==> src/rtl/ad7606_par_reader_if.sv <==
// ADC pin bundle plus the tagged sample stream of the AD7606 parallel reader.
// master = controller side, slave = ADC/consumer side.
interface ad7606_par_reader_if #(
   parameter int DATA_W = 16
);
   logic [DATA_W-1:0] o_data;
   logic [2:0]        o_ch;
   logic              o_valid;
   logic              o_last;
   logic [2:0]        o_ad_os;
   logic              o_ad_reset;
   logic              o_ad_convst;
   logic              o_ad_cs_n;
   logic              o_ad_rd_n;
   logic              i_ad_busy;
   logic [DATA_W-1:0] i_ad_data;

   modport master (
      output o_data, o_ch, o_valid, o_last,
      output o_ad_os, o_ad_reset, o_ad_convst, o_ad_cs_n, o_ad_rd_n,
      input  i_ad_busy, i_ad_data
   );

   modport slave (
      input  o_data, o_ch, o_valid, o_last,
      input  o_ad_os, o_ad_reset, o_ad_convst, o_ad_cs_n, o_ad_rd_n,
      output i_ad_busy, i_ad_data
   );
endinterface

==> src/rtl/ad7606_par_reader.sv <==
// AD7606 parallel controller: chip reset, CONVST/BUSY handshake, CS/RD readout of CH_NUM channels into a tagged stream.
// Optional FRSTDATA consistency check is enabled by defining AD7606_FRSTDATA_CHK_EN.
module ad7606_par_reader #(
   parameter int CH_NUM        = 8,
   parameter int DATA_W        = 16,
   parameter int T_RESET       = 10,
   parameter int T_CONV        = 4,
   parameter int T_RD_LO       = 2,
   parameter int T_RD_HI       = 2,
   parameter int BUSY_TO       = 4096,
   parameter int SAMPLE_PERIOD = 2000
) (
   input  logic       i_clk,
   input  logic       i_rst_n,
   input  logic       i_start,
   input  logic       i_cont_en,
   input  logic [2:0] i_os,
   output logic       o_busy,
   output logic       o_err,
   ad7606_par_reader_if.master bus
`ifdef AD7606_FRSTDATA_CHK_EN
   ,
   input  logic       i_ad_frstdata,
   output logic       o_frst_err
`endif
);
   typedef enum logic [2:0] {ARST, IDLE, CONV, WAIT_BH, WAIT_BL, RD_LO, RD_HI} state_t;

   localparam logic [31:0] RST_END  = 32'(T_RESET);
   localparam logic [31:0] CONV_END = 32'(T_CONV - 1);
   localparam logic [31:0] RDL_END  = 32'(T_RD_LO - 1);
   localparam logic [31:0] RDH_END  = 32'(T_RD_HI - 1);
   localparam logic [31:0] TO_END   = 32'(BUSY_TO - 1);
   localparam logic [31:0] PER_END  = 32'(SAMPLE_PERIOD - 1);
   localparam logic [2:0]  CH_LAST  = 3'(CH_NUM - 1);

   state_t            state;
   logic [31:0]       cnt;
   logic [31:0]       period;
   logic [2:0]        ch;
   logic              busy_s1, busy_s2;
   logic              cap_pend, cap_last;
   logic [2:0]        cap_ch;
   logic [DATA_W-1:0] cap_dat;
`ifdef AD7606_FRSTDATA_CHK_EN
   logic              cap_frst_bad;
`endif

   always_ff @(posedge i_clk or negedge i_rst_n) begin
      if (!i_rst_n) begin
         state           <= ARST;
         cnt             <= '0;
         period          <= '0;
         ch              <= '0;
         busy_s1         <= 1'b0;
         busy_s2         <= 1'b0;
         cap_pend        <= 1'b0;
         cap_last        <= 1'b0;
         cap_ch          <= '0;
         cap_dat         <= '0;
         o_busy          <= 1'b0;
         o_err           <= 1'b0;
         bus.o_data      <= '0;
         bus.o_ch        <= '0;
         bus.o_valid     <= 1'b0;
         bus.o_last      <= 1'b0;
         bus.o_ad_os     <= '0;
         bus.o_ad_reset  <= 1'b0;
         bus.o_ad_convst <= 1'b1;
         bus.o_ad_cs_n   <= 1'b1;
         bus.o_ad_rd_n   <= 1'b1;
`ifdef AD7606_FRSTDATA_CHK_EN
         cap_frst_bad    <= 1'b0;
         o_frst_err      <= 1'b0;
`endif
      end else begin
         busy_s1     <= bus.i_ad_busy;
         busy_s2     <= busy_s1;
         o_err       <= 1'b0;
         bus.o_valid <= 1'b0;
         bus.o_last  <= 1'b0;
         cap_pend    <= 1'b0;
         if (period != '1)
            period <= period + 32'd1;
         // Sample captured on the RD rising edge is published one clock later.
         if (cap_pend) begin
            bus.o_valid <= 1'b1;
            bus.o_data  <= cap_dat;
            bus.o_ch    <= cap_ch;
            bus.o_last  <= cap_last;
         end
`ifdef AD7606_FRSTDATA_CHK_EN
         o_frst_err <= cap_pend && cap_frst_bad;
`endif
         case (state)
            ARST: begin
               bus.o_ad_reset <= 1'b1;
               o_busy         <= 1'b1;
               cnt            <= cnt + 32'd1;
               if (cnt == RST_END) begin
                  bus.o_ad_reset <= 1'b0;
                  o_busy         <= 1'b0;
                  cnt            <= '0;
                  state          <= IDLE;
               end
            end
            IDLE: begin
               if (i_start || (i_cont_en && period >= PER_END)) begin
                  bus.o_ad_os     <= i_os;
                  bus.o_ad_convst <= 1'b0;
                  o_busy          <= 1'b1;
                  period          <= '0;
                  cnt             <= '0;
                  state           <= CONV;
               end
            end
            CONV: begin
               cnt <= cnt + 32'd1;
               if (cnt == CONV_END) begin
                  bus.o_ad_convst <= 1'b1;
                  cnt             <= '0;
                  state           <= WAIT_BH;
               end
            end
            WAIT_BH, WAIT_BL: begin
               cnt <= cnt + 32'd1;
               if (state == WAIT_BH && busy_s2) begin
                  cnt   <= '0;
                  state <= WAIT_BL;
               end else if (state == WAIT_BL && !busy_s2) begin
                  bus.o_ad_cs_n <= 1'b0;
                  bus.o_ad_rd_n <= 1'b0;
                  ch            <= '0;
                  cnt           <= '0;
                  state         <= RD_LO;
               end else if (cnt == TO_END) begin
                  // A stuck BUSY means the ADC is in an unknown state: re-reset it.
                  o_err <= 1'b1;
                  cnt   <= '0;
                  state <= ARST;
               end
            end
            RD_LO: begin
               cnt <= cnt + 32'd1;
               if (cnt == RDL_END) begin
                  bus.o_ad_rd_n <= 1'b1;
                  cap_pend      <= 1'b1;
                  cap_dat       <= bus.i_ad_data;
                  cap_ch        <= ch;
                  cap_last      <= (ch == CH_LAST);
`ifdef AD7606_FRSTDATA_CHK_EN
                  cap_frst_bad  <= (i_ad_frstdata != (ch == 3'd0));
`endif
                  cnt           <= '0;
                  state         <= RD_HI;
               end
            end
            RD_HI: begin
               cnt <= cnt + 32'd1;
               if (cnt == RDH_END) begin
                  cnt <= '0;
                  if (ch == CH_LAST) begin
                     bus.o_ad_cs_n <= 1'b1;
                     o_busy        <= 1'b0;
                     state         <= IDLE;
                  end else begin
                     ch            <= ch + 3'd1;
                     bus.o_ad_rd_n <= 1'b0;
                     state         <= RD_LO;
                  end
               end
            end
            default: state <= ARST;
         endcase
      end
   end
endmodule

==> src/flat_wrapper.sv <==
// flat-port wrapper written by rule: the top's interface ports become plain ports
module ad7606_par_reader_flat 
#(
   parameter int CH_NUM        = 8,
   parameter int DATA_W        = 16,
   parameter int T_RESET       = 10,
   parameter int T_CONV        = 4,
   parameter int T_RD_LO       = 2,
   parameter int T_RD_HI       = 2,
   parameter int BUSY_TO       = 4096,
   parameter int SAMPLE_PERIOD = 2000
)
  (i_clk, i_rst_n, i_start, i_cont_en, i_os, o_busy, o_err, bus_o_data, bus_o_ch, bus_o_valid, bus_o_last, bus_o_ad_os, bus_o_ad_reset, bus_o_ad_convst, bus_o_ad_cs_n, bus_o_ad_rd_n, bus_i_ad_busy, bus_i_ad_data);
  ad7606_par_reader_if #(.DATA_W(DATA_W)) bus_i ();
  input  logic i_clk;
  input  logic i_rst_n;
  input  logic i_start;
  input  logic i_cont_en;
  input  logic [2:0] i_os;
  output logic o_busy;
  output logic o_err;
  output wire logic [$bits(bus_i.o_data)-1:0] bus_o_data;
  output wire logic [$bits(bus_i.o_ch)-1:0] bus_o_ch;
  output wire logic [$bits(bus_i.o_valid)-1:0] bus_o_valid;
  output wire logic [$bits(bus_i.o_last)-1:0] bus_o_last;
  output wire logic [$bits(bus_i.o_ad_os)-1:0] bus_o_ad_os;
  output wire logic [$bits(bus_i.o_ad_reset)-1:0] bus_o_ad_reset;
  output wire logic [$bits(bus_i.o_ad_convst)-1:0] bus_o_ad_convst;
  output wire logic [$bits(bus_i.o_ad_cs_n)-1:0] bus_o_ad_cs_n;
  output wire logic [$bits(bus_i.o_ad_rd_n)-1:0] bus_o_ad_rd_n;
  input wire logic [$bits(bus_i.i_ad_busy)-1:0] bus_i_ad_busy;
  input wire logic [$bits(bus_i.i_ad_data)-1:0] bus_i_ad_data;
  assign bus_o_data = bus_i.o_data;
  assign bus_o_ch = bus_i.o_ch;
  assign bus_o_valid = bus_i.o_valid;
  assign bus_o_last = bus_i.o_last;
  assign bus_o_ad_os = bus_i.o_ad_os;
  assign bus_o_ad_reset = bus_i.o_ad_reset;
  assign bus_o_ad_convst = bus_i.o_ad_convst;
  assign bus_o_ad_cs_n = bus_i.o_ad_cs_n;
  assign bus_o_ad_rd_n = bus_i.o_ad_rd_n;
  assign bus_i.i_ad_busy = bus_i_ad_busy;
  assign bus_i.i_ad_data = bus_i_ad_data;
  ad7606_par_reader #(.CH_NUM(CH_NUM), .DATA_W(DATA_W), .T_RESET(T_RESET), .T_CONV(T_CONV), .T_RD_LO(T_RD_LO), .T_RD_HI(T_RD_HI), .BUSY_TO(BUSY_TO), .SAMPLE_PERIOD(SAMPLE_PERIOD)) u_core (.i_clk(i_clk), .i_rst_n(i_rst_n), .i_start(i_start), .i_cont_en(i_cont_en), .i_os(i_os), .o_busy(o_busy), .o_err(o_err), .bus(bus_i));
endmodule
==> config.mk <==
export PLATFORM = sky130hd
export DESIGN_NAME = ad7606_par_reader_flat
export DESIGN_NICKNAME = d
export VERILOG_FILES = /design/src/rtl/ad7606_par_reader_if.sv /design/src/rtl/ad7606_par_reader.sv /design/src/flat_wrapper.sv
export SDC_FILE = /design/constraint.sdc
export NUM_CORES = 1
export LEC_CHECK = 0
export BUFFER_PORTS_ARGS = -buffer_cell sky130_fd_sc_hd__buf_2
export CAP_MARGIN = 20
export CORE_MARGIN = 3
export CORE_UTILIZATION = 45
export DETAILED_ROUTE_END_ITERATION = 12
export HOLD_SLACK_MARGIN = 0.12
export PLACE_DENSITY = 0.74
export SYNTH_ARGS = -nofsm -noshare
export SYNTH_HDL_FRONTEND = slang
export SYNTH_SLANG_ARGS = --single-unit
==> constraint.sdc <==
create_clock -name i_clk -period 3.6 [get_ports i_clk]
set_input_delay 0.18 -clock i_clk [delete_from_list [all_inputs] [get_ports i_clk]]
set_output_delay 0.18 -clock i_clk [all_outputs]
set_load 0.005 [all_outputs]
==> results of run 1 <==
-- final cells by class --
cell class | count | area share
sequential | 123 | 0.420
clock inverter | 14 | 0.0230
timing repair buffer | 83 | 0.0760
clock buffer | 18 | 0.0598
multi-input combinational | 435 | 0.389
inverter | 6 | 0.00307
tap | 172 | 0.0293
-- worst min-delay path: stages --
cell and delay, ns:
buf_2 0.11, nor2_1 0.08, a21oi_1 0.15, mux2i_1 0.08
o21ai_0 0.06
-- routing by layer --
layer	vias to the layer above	global-route usage	wire length, um
met4	0	0.0721	170
met5	-	0	0
met1	2420	0.249	5820
met2	133	0.327	6950
li1	2303	-	-
met3	18	0.0580	672
-- worst paths after layout --
| kind | startpoint | to | slack [ns] |
|---|---|---|---|
| worst max-delay path | u_core.cnt[27]$_DFFE_PN0P_ | u_core.cnt[7]$_DFFE_PN0P_ | 0.70 |
| worst min-delay path | i_start | u_core.state[1]$_DFFE_PN0P_ | 0.27 |
| worst max register to register | u_core.cnt[27]$_DFFE_PN0P_ | u_core.cnt[7]$_DFFE_PN0P_ | 0.70 |
| worst min register to register | u_core.busy_s1$_DFF_PN0_ | u_core.busy_s2$_DFF_PN0_ | 0.38 |
| max in group asynchronous | i_rst_n | u_core.bus.o_ad_cs_n$_DFFE_PN1P_ | 2.40 |
| min in group asynchronous | i_rst_n | u_core.period[29]$_DFF_PN0_ | 0.37 |
-- state kept, by name, indices dropped and copies added, names as in the netlist, 3 cells and up --
| name | flops |
|---|---|
| u_core.cnt | 32 |
| u_core.state | 3 |
| u_core.bus.o_ch | 3 |
| u_core.bus.o_data | 16 |
| u_core.cap_ch | 3 |
| u_core.period | 32 |
| u_core.cap_dat | 16 |
| u_core.bus.o_ad_os | 3 |
| u_core.ch | 3 |
-- cell usage after synthesis, drive strengths merged, types with 6 or more instances --
cell type  instances
nor2              66
a21oi              9
nand4             29
nor2b              9
and3              12
nand2b             6
and2               8
xor2              17
dfrtp            120
inv                6
a21o               9
nand3             25
or4                6
nor4              12
nand2             52
clkbuf            16
o21ai             29
mux2              43
nor3              21
a22o              14
ha                 6
xnor2             17
buf                8
-- power by group through the flow --
stage                     Sequential [mW]  Combinational (mW)  Clock [mW]
final                                1.94                1.54        1.73
after floorplan                      1.85                1.16           0
after global placement               1.93                1.47           0
after detailed placement             1.96                1.51           0
after CTS                            1.94                1.55        1.76
after global routing                 1.99                1.71        1.84
-- what timing repair did --
item / 4_1_cts / 5_1_grt
buffers inserted: 0 / 0
hold endpoints to repair: 76 / 0
hold buffers: 21 / 0
-- through the flow --
| step | power (mW) | area, um2 |
|---|---|---|
| after floorplan | 3.01 | 6060 |
| after global placement | 3.41 | 6520 |
| after detailed placement | 3.46 | 6520 |
| after CTS | 5.25 | 7340 |
| after global routing | 5.53 | 7340 |
| final | 5.21 | 7340 |
-- cells by family (layout without fill, tap and decap cells) --
kind of cell    Yosys count  in the layout  share of synthesized area
compound gates           90             90                      0.106
xor+xnor                 34             34                     0.0492
fa+ha+maj                 6              6                     0.0124
buf+inv                  30            121                     0.0211
flops                   123            123                      0.509
mux                      44             44                     0.0816
simple gates            261            261                      0.221
==> qor.yml, run 1 <==
io_pins: 54
fp.dieW_um: 122
clockPowerShare: 0.332
synth_seq_cells: 123
cp_num_cells: 8
hp-class: "input pin to flip-flop"
cts_made_buffers: 17
fmax_mhz: 344
postLayoutCoreUtil: 0.570
crit_fanout: 11
worstSetupStartpointType: "flip-flop"
irDropWorstVdd_uv: 390
cts_root_buffer: "clkbuf_16"
rows: 41
first_pass_iters: 5
dp.cells: 798
yosysUniqueCellTypes: 55
synth-seq-area-share: 0.509
hold_depth: 5
gr-total-overflow: 0
drive_above_1_share: 0.225
critPathBufInv: 1
power_density_mw_per_mm2: 710
reg2regPathDepth: 8
wire_per_inst_um: 16.0
yosysTopAreaCellShare: 0.496
period_share: 0.807
gp_congestion: 0.870
internal-power_mw: 3.45
hold_viol: 0
chipHeight_um: 122
grt_max_degree: 66
drt_wl_total_mm: 13.6
antenna_cells: 0
clock_skew_ns: 0.00574
antenna_found_initial: 0
worst_setup_path_end_kind: "flip-flop"
io_buffers: 53
path_cells: "or4_4 -> nor4_2 -> and3_2 -> a311oi_4 -> nor3_4 -> buf_4 -> o21ai_0 -> a22o_1"
dieArea_mm2: 0.0149
cts_resized: 0
clkLatencyLatePin_ns: 0.42
drt_iter0_markers: 289
syn_area_per_cell_um2: 10.3
timing.hold.ws_ns: 0.273
worstSetupPathType: "flip-flop to flip-flop"
synth_edf_count: 0
ant_nets: 0
crit_family: "simple AND/OR/NAND/NOR gates"
drv_slew: 0
cp.required_ns: 3.90
vias: 4874
crit_path_top_delay_cell: "or4_4"
grt_pass1_wl_mm: 23.4
syn-cell-area_mm2: 0.00606
start_util: 0.470
p_leak_nw: 3.36
async_reset_ff_frac: 1.00
seq_area_mm2: 0.00308
fin_setup_tns_ns: 0
switchingPower_mw: 1.76
rsz0062_at_grt: "no"
areaGrowthSynthToFinish_pct: 21.2
setup_slack_ns: 0.696
fill_cells: 1062
stdcell_count: 851
cts.sinks: 123
drt-vias-per-instance: 5.73
pre_cts_ws_ns: 0.722
ys_warn_count: 0
grt.total_usage: 0.198
min_period_ns: 2.90
outcome: "complete, no violations"
drv_cap: 0
core-area_mm2: 0.0129
p_seq_frac: 0.373
htree_num_levels: 4
cts_tree: "yes"
dp_hpwl_mm: 8.82
clk_pin_slew_ns: 0.06
synth_top_area_cell: "dfrtp_1"
drt_drc_violations_left: 0
synth_cells: 588
setup_viol: 0
mostFrequentLayoutCell: "dfrtp_1"
maxSlewHeadroom: 0.435
synthFlopType: "dfrtp_1"
cts.path.max_buffers: 2
worstPathArrival_ns: 3.21
layout_common_cells: "dfrtp_1 (120), nor2_1 (64), nand2_1 (52), buf_2 (52), mux2_2 (43)"
grt_pass1_vias: 4928
switching_share: 0.338
netlist_top_cells_area: "dfrtp_1 (50%), mux2_2 (8.0%), nor2_1 (4.0%)"
multi_input_comb_area_mm2: 0.00285
tightestPinTransition_ns: 0.841
cp_slowest_stage_delay_ns: 0.57
syn_nets: 618
power_frac_comb: 0.295
fin_nets: 696
Power figures use the tool's default switching activity.
==> run 2: changes to the inputs <==
--- a/config.mk
+++ b/config.mk
@@ -11,7 +11,7 @@
 export CORE_UTILIZATION = 45
 export DETAILED_ROUTE_END_ITERATION = 12
 export HOLD_SLACK_MARGIN = 0.12
-export PLACE_DENSITY = 0.74
+export PLACE_DENSITY = 0.76
 export SYNTH_ARGS = -nofsm -noshare
 export SYNTH_HDL_FRONTEND = slang
 export SYNTH_SLANG_ARGS = --single-unit
==> constraint.sdc (replaced) <==
create_clock -name i_clk -period 2.5 [get_ports i_clk]
set_input_delay 0.125 -clock i_clk [delete_from_list [all_inputs] [get_ports i_clk]]
set_output_delay 0.125 -clock i_clk [all_outputs]
set_load 0.005 [all_outputs]
==> run 2 against run 1 <==
Against the previous run: the run now ends with negative setup slack left; total power is 67% higher; utilization up 5.7 points; final cell count increased by 6.7%; first-iteration DRC count up 86%; non-clock buffer count rose by 57; via count increased by 8.4%; maximum frequency up 13%; global-route usage grew 2.6 points.
==> qor.yml, run 2 (same netlist as run 1, synthesis figures left out) <==
drt-vias-per-instance: 5.82  # +1.6%
clock_skew_ns: 0.00926  # +0.00352 ns
dp_hpwl_mm: 10.2  # +15%
htree_num_levels: 4  # unchanged
rsz0062_at_grt: "yes"
io_buffers: 53  # unchanged
chipHeight_um: 122  # unchanged
drt_drc_violations_left: 0  # unchanged
grt_pass1_wl_mm: 26.2  # +12%
drv_cap: 0  # unchanged
setup_viol: 14  # +14
irDropWorstVdd_uv: 715  # +83%
setup_slack_ns: -0.0608  # -0.756 ns
vias: 5284  # +8.4%
tightestPinTransition_ns: 0.968  # +0.127 ns
finalPower_mw: 8.73  # +67%
crit_fanout: 8  # -3
antenna_cells: 0  # unchanged
layout_common_cells: "dfrtp_1 (120), nor2_1 (60), buf_4 (53)"
maxSlewHeadroom: 0.355  # -0.0801
start_util: 0.470  # unchanged
worst_setup_path_end_kind: "flip-flop"
areaGrowthSynthToFinish_pct: 33.2
first_pass_iters: 8  # +3
worstPathArrival_ns: 2.84  # -0.37 ns
grt.total_usage: 0.224  # +0.0260
grt_pass1_vias: 5298  # +7.5%
period_share: 1.02  # +0.218
wire_per_inst_um: 18.3  # +15%
clockPowerShare: 0.288  # -0.044
cts_tree: "yes"
antenna_found_initial: 0  # unchanged
hold_viol: 0  # unchanged
cts.path.max_buffers: 2  # unchanged
rows: 41  # unchanged
internal-power_mw: 5.68  # +65%
switching_share: 0.349  # +0.0113
gp_congestion: 0.910  # +4.6%
core-area_mm2: 0.0129  # unchanged
fmax_mhz: 391  # +13%
worstSetupPathType: "flip-flop to flip-flop"
hp-class: "input pin to flip-flop"
grt_max_degree: 77  # +17%
drt_wl_total_mm: 16.6  # +22%
cts_root_buffer: "clkbuf_16"
mostFrequentLayoutCell: "dfrtp_1"
cts.sinks: 123  # unchanged
power_density_mw_per_mm2: 1080  # +52%
dieArea_mm2: 0.0149  # unchanged
clkLatencyLatePin_ns: 0.41  # about the same
cts_made_buffers: 17  # unchanged
drv_slew: 0  # unchanged
fin_setup_tns_ns: -0.555  # -0.555 ns
p_leak_nw: 3.73  # +11%
reg.largest.list: "u_core.cnt: 32 flops, u_core.period: 32 flops"
fp.dieW_um: 122  # unchanged
switchingPower_mw: 3.05  # +73%
drive_above_1_share: 0.322  # +0.0967
p_seq_frac: 0.319  # -0.054
drt_iter0_markers: 537  # +86%
io_pins: 54  # unchanged
fin_nets: 753  # +8.2%
clk_pin_slew_ns: 0.06  # about the same
ant_nets: 0  # unchanged
power_frac_comb: 0.393  # +0.098
outcome: "complete, but fails checks"
worstSetupStartpointType: "flip-flop"
min_period_ns: 2.56  # -0.344 ns
cp.required_ns: 2.78  # -1.12 ns
violations: "negative setup slack"
gr-total-overflow: 0  # unchanged
run 2: layer usage:
layer | track usage | vias to the layer above | routed length (um)
met5 | 0 | - | 0
met4 | 0.0700 | 0 | 406
met3 | 0.0594 | 45 | 970
met2 | 0.378 | 223 | 8490
met1 | 0.283 | 2604 | 6760
li1 | - | 2412 | -
run 2: power groups by stage:
stage / sequential [mW] / combinational [mW] / clock (mW)
CTS: 2.76 / 2.79 / 2.54
finish: 2.79 / 3.43 / 2.51
floorplan: 2.67 / 1.67 / 0
global route: 2.84 / 3.68 / 2.63
global placement: 2.76 / 2.59 / 0
detailed placement: 2.79 / 2.66 / 0
run 2: cell type report:
type                    count  area (um2)
fillers                   975        4810
flip-flops and latches    123        3080
multi-input cells         435        3080
repair buffers            140        1070
clock buffers              18         429
well taps                 172         215
clock inverters            14         171
inverters                   6        22.5
run 2: through the flow:
stage	instance area (um2)	utilization	worst slack, ns	cells	hold slack (ns)
floorplan	6070	-	0.00425	588	-0.171
detailed placement	6910	0.536	-0.0631	844	-0.0547
finish	8070	0.627	-0.0608	908	0.183
global placement	6910	0.536	-0.0260	844	-0.0566
CTS	7770	0.604	-0.0183	901	0.167
global route	8070	0.627	-0.126	908	0.223
run 2: what timing repair did:
action	CTS	global route
hold buffers	22	0
setup endpoints to repair	19	59
resized for setup	11	56
hold endpoints to repair	142	0
pin swaps	6	24
gates cloned	0	2
setup buffers	3	5
run 2: worst max-delay path, stage by stage, from the launching register on:
cell,delay (ns)
dfrtp_1,0.38
or4_1,0.58
nor2_4,0.15
buf_4,0.13
and3_4,0.21
a311oi_4,0.12
or3_4,0.49
nand2_4,0.11
buf_8,0.15
o311ai_2,0.11
run 2: final timing paths:
kind                                             from  cells past startpoint  slack (ns)                                to
setup / recovery           u_core.cnt[16]$_DFFE_PN0P_                      9       -0.06        u_core.cnt[25]$_DFFE_PN0P_
hold / removal                                i_start                      5        0.18       u_core.state[1]$_DFFE_PN0P_
setup reg to reg           u_core.cnt[16]$_DFFE_PN0P_                      9       -0.06        u_core.cnt[25]$_DFFE_PN0P_
hold reg to reg              u_core.busy_s1$_DFF_PN0_                      0        0.36          u_core.busy_s2$_DFF_PN0_
max in group asynchronous                     i_rst_n                      3        1.65  u_core.bus.o_data[1]$_DFFE_PN0P_
min in group asynchronous                     i_rst_n                      3        0.29  u_core.bus.o_data[0]$_DFFE_PN0P_
==> run 3: changes to the inputs <==
--- a/config.mk
+++ b/config.mk
@@ -5,13 +5,16 @@
 export SDC_FILE = /design/constraint.sdc
 export NUM_CORES = 1
 export LEC_CHECK = 0
+export ABC_AREA = 1
 export BUFFER_PORTS_ARGS = -buffer_cell sky130_fd_sc_hd__buf_2
 export CAP_MARGIN = 20
+export CELL_PAD_IN_SITES_DETAIL_PLACEMENT = 1
+export CELL_PAD_IN_SITES_GLOBAL_PLACEMENT = 1
 export CORE_MARGIN = 3
-export CORE_UTILIZATION = 45
+export CORE_UTILIZATION = 41
 export DETAILED_ROUTE_END_ITERATION = 12
 export HOLD_SLACK_MARGIN = 0.12
-export PLACE_DENSITY = 0.76
+export PLACE_DENSITY = 0.88
 export SYNTH_ARGS = -nofsm -noshare
 export SYNTH_HDL_FRONTEND = slang
 export SYNTH_SLANG_ARGS = --single-unit
==> run 3 against run 2 <==
Against the previous run: the run now ends clean; synthesized cell count increased by 67%; area after synthesis up 22%; sequential share of layout area is 3.1 points lower; cell area increased by 8.9%; highest routed layer unchanged; combinational power is 23% lower; total power down 6.9%; final cell count is 44% higher; first-iteration DRC count fell by 29%; worst setup slack better by 0.35 ns; clock skew increased by 0.0038 ns; flip-flop and latch count stayed put; count of clock-buffer cells in the layout down 1.
==> qor.yml, run 3 <==
outcome: "complete, no violations"
drv_cap: 0  # unchanged
rows: 48  # +17%
cts_made_buffers: 17  # unchanged
layout_common_cells: "nand2_1 (287), dfrtp_1 (120), nor2_1 (113)"
clk_pin_slew_ns: 0.06  # about the same
crit_fanout: 9  # +1
htree_num_levels: 4  # unchanged
synth-seq-area-share: 0.417  # -0.0916
yosysUniqueCellTypes: 40  # -27%
yosysTopAreaCellShare: 0.407  # -0.0892
hp-class: "input pin to flip-flop"
maxSlewHeadroom: 0.560  # +0.206
first_pass_iters: 5  # -3
ant_nets: 0  # unchanged
fin_setup_tns_ns: 0  # +0.555 ns
fmax_mhz: 451  # +16%
timing.hold.ws_ns: 0.149  # -0.0345 ns
netlist_top_cells_area: "dfrtp_1 (41%), nand2_1 (15%), nor2_1 (5.7%)"
worstSetupPathType: "flip-flop to flip-flop"
antenna_cells: 0  # unchanged
setup_slack_ns: 0.284  # +0.345 ns
syn_area_per_cell_um2: 7.51  # -27%
cts.path.max_buffers: 2  # unchanged
grt_max_degree: 57  # -26%
drive_above_1_share: 0.177  # -0.145
hold_viol: 0  # unchanged
async_reset_ff_frac: 1.00  # unchanged
drt_wl_total_mm: 23.0  # +38%
rsz0062_at_grt: "no"
syn_nets: 1013  # +64%
vias: 7038  # +33%
ys_warn_count: 0  # unchanged
tightestPinTransition_ns: 0.653  # -0.315 ns
areaGrowthSynthToFinish_pct: 19.0
post-cts-setup-buffers: 0  # -3
power_density_mw_per_mm2: 925  # -14%
synthFlopType: "dfrtp_1"
core-area_mm2: 0.0175  # +36%
synth_cells: 983  # +67%
worstSetupStartpointType: "flip-flop"
dieArea_mm2: 0.0197  # +32%
gp_congestion: 0.873  # -4.1%
syn-cell-area_mm2: 0.00738  # +22%
synth_edf_count: 0  # unchanged
cts_root_buffer: "clkbuf_16"
mostFrequentLayoutCell: "nand2_1"
drt-vias-per-instance: 5.38  # -7.5%
stdcell_count: 1308  # +44%
cts.sinks: 123  # unchanged
period_share: 0.886  # -0.138
pre_cts_ws_ns: 0.261  # +0.325 ns
yosysMostFrequentCell: "nand2_1"
wire_per_inst_um: 17.6  # -4.0%
crit_family: "simple AND/OR/NAND/NOR gates"
grt_pass1_wl_mm: 38.4  # +46%
gr-total-overflow: 0  # unchanged
drv_slew: 0  # unchanged
crit_path_top_delay_cell: "nor3_1"
dpl_cell_area_mm2: 0.00795  # +15%
grt.total_usage: 0.241  # +0.0165
cp_slowest_stage_delay_ns: 0.39  # -0.19 ns
synth_top_area_cell: "dfrtp_1"
drt_drc_violations_left: 0  # unchanged
worst_setup_path_end_kind: "flip-flop"
chipHeight_um: 140  # +15%
cts_tree: "yes"
critPathBufInv: 2  # unchanged
worstPathArrival_ns: 2.55  # -0.29 ns
setup_viol: 0  # -14
clkLatencyLatePin_ns: 0.43  # +0.02 ns
path_cells: "ha_1 -> nand3_1 -> inv_1 -> nand2_1 -> nor3_1 -> nand2_2 -> inv_1 -> nor2_1 -> nor3_1"
cp.required_ns: 2.84  # +0.06 ns
start_util: 0.423  # -0.0478
fp.dieW_um: 140  # +15%
io_pins: 54  # unchanged
dp_hpwl_mm: 15.8  # +56%
reg.largest.list: "u_core.cnt: 32 flops, u_core.period: 32 flops"
fin_area_mm2: 0.00878  # +8.9%
antenna_found_initial: 0  # unchanged
drt_iter0_markers: 381  # -29%
fin_nets: 1100  # +46%
grt_pass1_vias: 7505  # +42%
min_period_ns: 2.22  # -0.345 ns
io_buffers: 53  # unchanged
dp.cells: 1255  # +49%
irDropWorstVdd_uv: 782  # +9.4%
p_leak_nw: 4.34  # +16%
synthTopCellsByCount: "nand2_1 (288), dfrtp_1 (120), nor2_1 (113)"
synth_seq_cells: 123  # unchanged
clock_skew_ns: 0.0130  # +0.00376 ns
## run 3: changes by cell type in the layout (fill, tap and decap cells not counted), sizes merged, moves of 9 or more
cell	previous run	this run
a21o	9	0
a21oi	9	33
a22o	14	0
and3	12	1
buf	117	71
inv	8	133
mux2	43	14
nand2	52	305
nand3	25	64
nand4	29	53
nor2	66	146
nor4	12	3
xnor2	17	8
## run 3: through the flow
step | total power [mW] | util
final | 8.13 | 0.503
after global routing | 8.61 | 0.503
after floorplan | 4.64 | -
after detailed placement | 5.39 | 0.455
after global placement | 5.23 | 0.455
after CTS | 8.13 | 0.503
## run 3: routing by layer
metal  global-route usage  part of all wire
met4               0.0770             0.021
met1                0.302              0.43
met5                    0                 0
met3               0.0413             0.040
met2                0.422              0.51
## run 3: what timing repair did
action	4_1_cts	5_1_grt
setup endpoints to repair	0	1
hold endpoints to repair	74	0
hold buffers	21	0
gates resized for setup	0	1
## run 3: path summary, 6_finish.rpt
path / from / slack (ns) / cells past startpoint / to
max: u_core.period[0]$_DFF_PN0_ / 0.28 / 9 / u_core.period[1]$_DFF_PN0_
min: i_start / 0.15 / 4 / u_core.period[19]$_DFF_PN0_
max reg2reg: u_core.period[0]$_DFF_PN0_ / 0.28 / 9 / u_core.period[1]$_DFF_PN0_
min reg2reg: u_core.busy_s1$_DFF_PN0_ / 0.35 / 0 / u_core.busy_s2$_DFF_PN0_
max in group asynchronous: i_rst_n / 1.52 / 3 / u_core.bus.o_ad_convst$_DFFE_PN1P_
min in group asynchronous: i_rst_n / 0.27 / 2 / u_core.cnt[3]$_DFFE_PN0P_
## run 3: logic make-up (layout without fill, tap and decap cells)
family          count (synthesis)  after routing  synth area share
xor+xnor                       20             20            0.0237
simple gates                  601            601             0.390
compound gates                 71             71            0.0532
fa+ha+maj                       6              6            0.0102
flops                         123            123             0.417
mux                            14             14            0.0213
buf+inv                       148            248            0.0842
## run 3: power by group
part / internal (mW) / switching [mW]
Sequential: 2.45 / 0.406
Combinational: 0.872 / 1.76
Clock: 1.60 / 1.04
## run 3: tightest hold or removal path, cell delays in order
cell	delay, ns
buf_2	0.07
inv_1	0.07
nand2_1	0.16
a21oi_1	0.09
## run 3: layout make-up
cell class,instances,area (um2)
sequential,123,3080
fill,2195,8690
multi-input combinational,712,3680
timing repair buffer,92,642
clock inverter,15,198
tap,225,282
inverter,124,473
clock buffer,17,425
